===== config.mk =====
export PLATFORM = sky130hd
export DESIGN_NAME = pc_seq_ctrl
export DESIGN_NICKNAME = d
export VERILOG_FILES = /design/src/rtl/pc_seq_ctrl.sv
export SDC_FILE = /design/constraint.sdc
export NUM_CORES = 1
export LEC_CHECK = 0
export ABC_AREA = 0
export CAP_MARGIN = 30
export CORE_ASPECT_RATIO = 2
export CORE_MARGIN = 8
export CORE_UTILIZATION = 54
export DETAILED_ROUTE_END_ITERATION = 7
export PLACE_DENSITY_LB_ADDON = 0.1
export SYNTH_ARGS = -nofsm -noshare
export SYNTH_HDL_FRONTEND = slang
export SYNTH_SLANG_ARGS = --single-unit

===== constraint.sdc =====
create_clock -name clk -period 3.3 [get_ports clk]
set_input_delay 0.825 -clock clk [delete_from_list [all_inputs] [get_ports clk]]
set_output_delay 0.825 -clock clk [all_outputs]
set_load 0.01 [all_outputs]

===== src/rtl/pc_seq_ctrl.sv =====
// ============================================================================
// Module   : pc_seq_ctrl
// Purpose  : Fetch/advance sequencer for Prog_Cnt with a one-deep branch buffer
// Revision : 1.0 - initial release
// ============================================================================
`default_nettype none

module pc_seq_ctrl #(
  parameter int unsigned TIMEOUT = 15
) (
  input  logic        clk,
  input  logic        rst_n,
  input  logic        start,
  input  logic        stall,
  input  logic        imem_ready,
  input  logic        br_valid,
  input  logic [31:0] br_target,
  output logic        br_ready,
  output logic        o_sel,
  output logic [31:0] o_imme,
  output logic        o_pc_en,
  output logic        fetch_req,
  output logic [15:0] fetch_cnt,
  output logic        err_align,
  output logic        err_timeout
);

  localparam logic [7:0] c_TIMEOUT = TIMEOUT[7:0];

  typedef enum logic [2:0] {
    S_IDLE    = 3'd0,
    S_FETCH   = 3'd1,
    S_ADVANCE = 3'd2,
    S_HOLD    = 3'd3,
    S_FAULT   = 3'd4
  } state_t;

  state_t      r_state;
  state_t      w_state_nxt;
  logic        r_rst_done;
  logic        r_pend_valid;
  logic [31:0] r_pend_target;
  logic [31:0] r_imme_hold;
  logic [7:0]  r_wait_cnt;
  logic [7:0]  w_wait_nxt;
  logic [15:0] r_fetch_cnt;
  logic        r_err_align;
  logic        r_err_timeout;
  logic        w_accept;
  logic        w_in_adv;

  assign w_wait_nxt = r_wait_cnt + 8'd1;
  assign w_in_adv   = (r_state == S_ADVANCE);

  always_comb begin
    w_state_nxt = r_state;
    case (r_state)
      // r_rst_done delays the first departure from IDLE to the second edge after reset release
      S_IDLE:    if (start && r_rst_done) w_state_nxt = S_FETCH;
      S_FETCH: begin
        if (imem_ready)                    w_state_nxt = stall ? S_HOLD : S_ADVANCE;
        else if (w_wait_nxt == c_TIMEOUT)  w_state_nxt = S_FAULT;
      end
      S_ADVANCE: w_state_nxt = S_FETCH;
      S_HOLD:    if (!stall) w_state_nxt = S_ADVANCE;
      S_FAULT:   w_state_nxt = S_FAULT;
      default:   w_state_nxt = S_IDLE;
    endcase
  end

  always_comb begin
    br_ready  = ~r_pend_valid & (r_state != S_FAULT);
    o_pc_en   = w_in_adv;
    fetch_req = (r_state == S_FETCH);
    o_sel     = w_in_adv & r_pend_valid;
    o_imme    = r_imme_hold;
    if (w_in_adv) o_imme = r_pend_valid ? r_pend_target : 32'd0;
  end

  assign w_accept    = br_valid & br_ready;
  assign fetch_cnt   = r_fetch_cnt;
  assign err_align   = r_err_align;
  assign err_timeout = r_err_timeout;

  always_ff @(posedge clk or negedge rst_n) begin
    if (!rst_n) begin
      r_state       <= S_IDLE;
      r_rst_done    <= 1'b0;
      r_pend_valid  <= 1'b0;
      r_pend_target <= 32'd0;
      r_imme_hold   <= 32'd0;
      r_wait_cnt    <= 8'd0;
      r_fetch_cnt   <= 16'd0;
      r_err_align   <= 1'b0;
      r_err_timeout <= 1'b0;
    end else begin
      r_state    <= w_state_nxt;
      r_rst_done <= 1'b1;

      // br_ready is low while pending, so accept and consume never coincide
      if (w_accept) begin
        r_pend_valid  <= 1'b1;
        r_pend_target <= {br_target[31:2], 2'b00};
        if (|br_target[1:0]) r_err_align <= 1'b1;
      end else if (w_in_adv) begin
        r_pend_valid <= 1'b0;
      end

      if (w_in_adv) r_imme_hold <= o_imme;

      if (r_state == S_FETCH) begin
        if (imem_ready) begin
          r_fetch_cnt <= r_fetch_cnt + 16'd1;
          r_wait_cnt  <= 8'd0;
        end else begin
          r_wait_cnt <= w_wait_nxt;
          if (w_wait_nxt == c_TIMEOUT) r_err_timeout <= 1'b1;
        end
      end
    end
  end

endmodule

`default_nettype wire


# Yosys cells after proc, flatten, opt, wreduce, memory -nomap -nowiden
# Index checks and enable logic that the tools add are counted.
# W data, S select, Z words.
# classes
add_sub_neg,2
n_eq_ne,9
mux,11
n_bitwise,5
reduce_logical,8
# ops
operator,n
$mux W32,2
$add A16 B1 Y16 const B,1
$pmux W3 S5,1
$mux W3,4
$add A8 B1 Y8 const B,1
$eq A8 B4 Y1 const B,1
$mux W8,1
$eq A3 B2 Y1 const B,2
$reduce_and A3 Y1,2
$ne A2 B2 Y1 const B,2
$reduce_and A2 Y1,2
$and A1 B1 Y1,3
$eq A3 B1 Y1 const B,1
$eq A3 B3 Y1 const B,1
$logic_not A3 Y1,1
$mux W1,3
$ne A3 B2 Y1 const B,1
$ne A3 B3 Y1 const B,1
$not A1 Y1,2
$reduce_bool A2 Y1,1
$reduce_or A2 Y1,1
$logic_and A1 B1 Y1,1
# totals
register_bits,93
out_inout_bits,54
word_cells,44

# Logic depth before layout (Yosys ltp)
# logic_depth
depth_word,5
depth_mapped,7
mapped_depth_nobuf,6

# Worst setup path after synthesis
# Ideal clock, no wire load.
# synth_path
path_type,reg-to-output
start,register r_state[0]
end,output o_imme[22]
arrival_ps,1360
required_time_ps,2475
path_slack_ps,1115
stages_incl_launch_ff,7
cell_sequence,dfrtp_1 > buf_4 > nor2_1 > nand2_1 > buf_2 > clkbuf_1 > o21ai_0
# synth_via
elab_chain_cells,2
# synth_rtl
element,line,text
start: declaration,38,state_t r_state;
start signal: assignment,97,r_state <= w_state_nxt;
$eq A3 B2 Y1,53,assign w_in_adv = (r_state == S_ADVANCE);
$mux W32,77,if (w_in_adv) o_imme = r_pend_valid ? r_pend_target : 32'd0;
end: declaration,20,"output logic [31:0] o_imme,"
# Every way passes these cells.

# Final worst setup path
# layout_path
start,register r_state[2]
end,output o_imme[22]
# The elaborated chain is that of the path after synthesis.

==> reports/qor.csv <==
stage,metric,value,unit
grt,met3 track demand over resource,0.0568,
synth,Seq cells post-synth,93,
worst_setup_path,CP arrival,2190,ps
drt,Detail Route Antenna Nets,0,
pwr,switching share of power,0.349,
pwr,combinational cell fraction of total power,0.405,
drt,post-route DRC violation count,0,
sta,maximum clock rate,331,MHz
synth,Yosys Warn Count,0,
floorplan,ports placed on the boundary,92,
synth,share of synthesized registers carrying an async set or reset,1.00,
layout,antenna cells,0,
floorplan,num rows,45,
floorplan,Core Footprint,7490,sq um
drt,overall via count from detail_route,3103,
cts,number of buffers inserted by post-CTS setup repair,0,
run_status,status,"finished, final reports clean",
cts,total CTS buffers,9,
flow_run,Max-cap violations,0,
synth,post-synthesis net count,433,
worst_setup_path,type of the worst setup path,reg -> out,
grt,initial antenna violation count,0,
cts,clock tree from TritonCTS,built,
floorplan,die extent in x,77.7,um
pwr,LEAKAGE,2.40,nW
pwr,pwr dens,875,nW/um^2
pwr,Final Total Pwr,4.69,mW
cts,Max Root-Sink Buffers,2,
place,count of port buffers added during placement,91,
cts,insertion delay of the later-clocked pin in the worst-skew pair,340,ps
synth,mean instance size in the synthesized netlist,10.5,sq um
worst_setup_path,"reg-to-reg slack, setup",1380,ps
synth,Post-synth EDFFs,0,
cts,number of H-tree levels,3,
grt,global-route wire length before repair,15000,um
pwr,relative contribution of sequential cells to total power,0.398,
sta,number of hold violations in the final report,0,
cts,Clock Pin Slew Worst Setup and Hold Paths,60,ps
worst_setup_path,WP data required,2470,ps
cts,CTS hold repair buffers,0,
sta,normalized max-slew margin,0.558,
layout,most common library cell in the layout ignoring fill and taps,dfrtp_1,
sta,setup TNS,0,ps
cts,clk sink count,93,
sta,unrepaired setup endpoints after global routing,false,
synth,"Seq/Total Area, Yosys",0.566,
floorplan,die outline area,10800,sq um
floorplan,y dimension of the die,139,um
layout,"commonest cells after routing, fill and taps aside","93 x dfrtp_1, 90 x clkdlybuf4s50_1, 73 x nand2_1",
layout,synthesis-to-layout area growth,30.4,%
layout,Final #Nets,516,
sta,final setup fails,0,
cts,CTS root buffer,clkbuf_16,
synth,post-synth design cell area,4110,sq um
cts,number of cells upsized or downsized after cts,0,
grt,overall routing resource usage,0.172,
sta,time the final worst path needs with I/O delays and setup,3020,ps
grt,via count of the first global-routing pass,3054,
sta,Tightest Pin Transition,664,ps
grt,met1 demand-to-capacity share in global routing,0.217,
drt,violation count after the first detailed-routing iteration,193,
drt,wire length per cell after detailed routing,16.0,um
place,half-perimeter wire length after detailed placement,6440,um
synth,dominant register cell in the synthesized netlist,dfrtp_1,
sta,final slew viol count,0,
pwr,Internal Power,3.06,mW
synth,Yosys cell types,39,
drt,Pre-Repair DR Iteration Count,4,
pwr,peak supply drop,0.551,mV
drt,drt via density,5.42,
worst_setup_path,nature of the critical path startpoint,flip-flop,
synth,cell count after synthesis,392,
grt,Congestion Overflow GR,0,
floorplan,initial standard-cell utilization of the core,0.549,
drt,total wire length after detailed routing,9140,um
grt,largest net degree at the start of global routing,97,
sta,Final period util,0.915,
place,Final GP Congestion,0.805,
pwr,net switching component of the power,1.64,mW
sta,Worst Clk Skew,5.47,ps
pwr,Clk pwr share,0.197,
worst_hold_path,Hold WC Path Type,reg -> reg,
layout,# fillers,534,
grt,busiest grt layer,met2,
worst_setup_path,crit path capture type,output pin,
worst_setup_path,"Max FO, Critical Path",96,
grt,Global Route met2 Usage,0.266,
layout,share of layout cells above drive strength 1,0.126,
==> synthesized netlist by cell type, types with 2 or more instances <==
| master | count | share of area |
|---|---|---|
| dfrtp_1 | 93 | 0.57 |
| nand2_1 | 74 | 0.068 |
| o21ai_0 | 66 | 0.080 |
| mux2_2 | 31 | 0.085 |
| clkbuf_1 | 14 | 0.013 |
| nor2_1 | 13 | 0.012 |
| buf_2 | 9 | 0.011 |
| nand3_1 | 9 | 0.011 |
| xor2_1 | 8 | 0.017 |
| and3_1 | 7 | 0.011 |
| xnor2_1 | 7 | 0.015 |
| a21oi_1 | 6 | 0.0073 |
| and2_1 | 6 | 0.0091 |
| inv_1 | 5 | 0.0046 |
| nand2b_1 | 5 | 0.0076 |
| a21o_1 | 3 | 0.0055 |
| ha_1 | 3 | 0.0091 |
| mux2i_1 | 3 | 0.0073 |
| nand3b_1 | 3 | 0.0055 |
| o211ai_1 | 3 | 0.0055 |
| and4_1 | 2 | 0.0043 |
| buf_4 | 2 | 0.0037 |
| mux2_1 | 2 | 0.0055 |
| nand4_1 | 2 | 0.0030 |
| nor3_2 | 2 | 0.0049 |
==> metrics by stage <==
step | instances | cell area (sq um) | utilization | hold WS, ps | setup slack, ps
floorplan | 392 | 4110 | - | 439 | 1110
global placement | 558 | 5100 | 0.681 | 442 | 693
detailed placement | 558 | 5100 | 0.681 | 456 | 643
CTS | 572 | 5360 | 0.716 | 473 | 264
global route | 572 | 5360 | 0.716 | 479 | 137
finish | 572 | 5360 | 0.716 | 466 | 282
==> logic make-up after synthesis <==
group                      Yosys count  synth area share
AOI/OAI and AO/OA                   83             0.109
xor gates and xnor gates            15            0.0320
adders and majority gates            3           0.00913
buffers and inverters               30            0.0320
DFF                                 93             0.566
muxes                               36            0.0977
other                                1          0.000912
and+or+nand+nor                    131             0.153
==> worst paths after layout <==
path	start	end	depth (start not counted)
hold / removal	err_timeout	err_timeout	1
setup reg to reg	r_pend_valid	r_pend_target[20]	4
hold reg to reg	err_timeout	err_timeout	1
min in group asynchronous	rst_n	fetch_cnt[7]	1
max in group asynchronous	rst_n	r_imme_hold[9]	2
setup / recovery	r_state[2]	o_imme[22]	5
==> power groups by stage <==
| stage | logic, mW | clock network, mW | registers [mW] |
|---|---|---|---|
| after floorplan | 1.16 | 0 | 1.77 |
| after global placement | 1.84 | 0 | 1.85 |
| after detailed placement | 1.91 | 0 | 1.88 |
| after CTS | 1.93 | 0.949 | 1.87 |
| after global routing | 2.09 | 0.989 | 1.93 |
| final | 1.90 | 0.924 | 1.87 |
==> layer usage <==
metal  vias to the layer above  part of all wire
li1                       1503                 -
met1                      1511              0.43
met2                        80              0.50
met3                         9             0.054
met4                         0             0.014
met5                         -                 0
==> layout make-up <==
class | instances | area, sq um | area share
multi-input combinational | 269 | 1650 | 0.309
tap | 94 | 118 | 0.0219
inverter | 5 | 18.8 | 0.00350
clock buffer | 10 | 239 | 0.0446
timing repair buffer | 97 | 978 | 0.182
sequential | 93 | 2330 | 0.434
clock inverter | 4 | 26.3 | 0.00490
==> registers in the layout (all words and copies together) (netlist names) <==
register,cells
err_align,1
err_timeout,1
fetch_cnt,16
r_imme_hold,32
r_pend_target,30
r_pend_valid,1
r_rst_done,1
r_state,3
r_wait_cnt,8
==> critical path, cell delays in order (launching register included) <==
cell and delay [ps]:
dfrtp_1 470, nor2_1 200, nand2_2 90, buf_12 220
o21ai_0 260, clkdlybuf4s50_1 610
No activity file was read; power rests on OpenSTA's default activity.
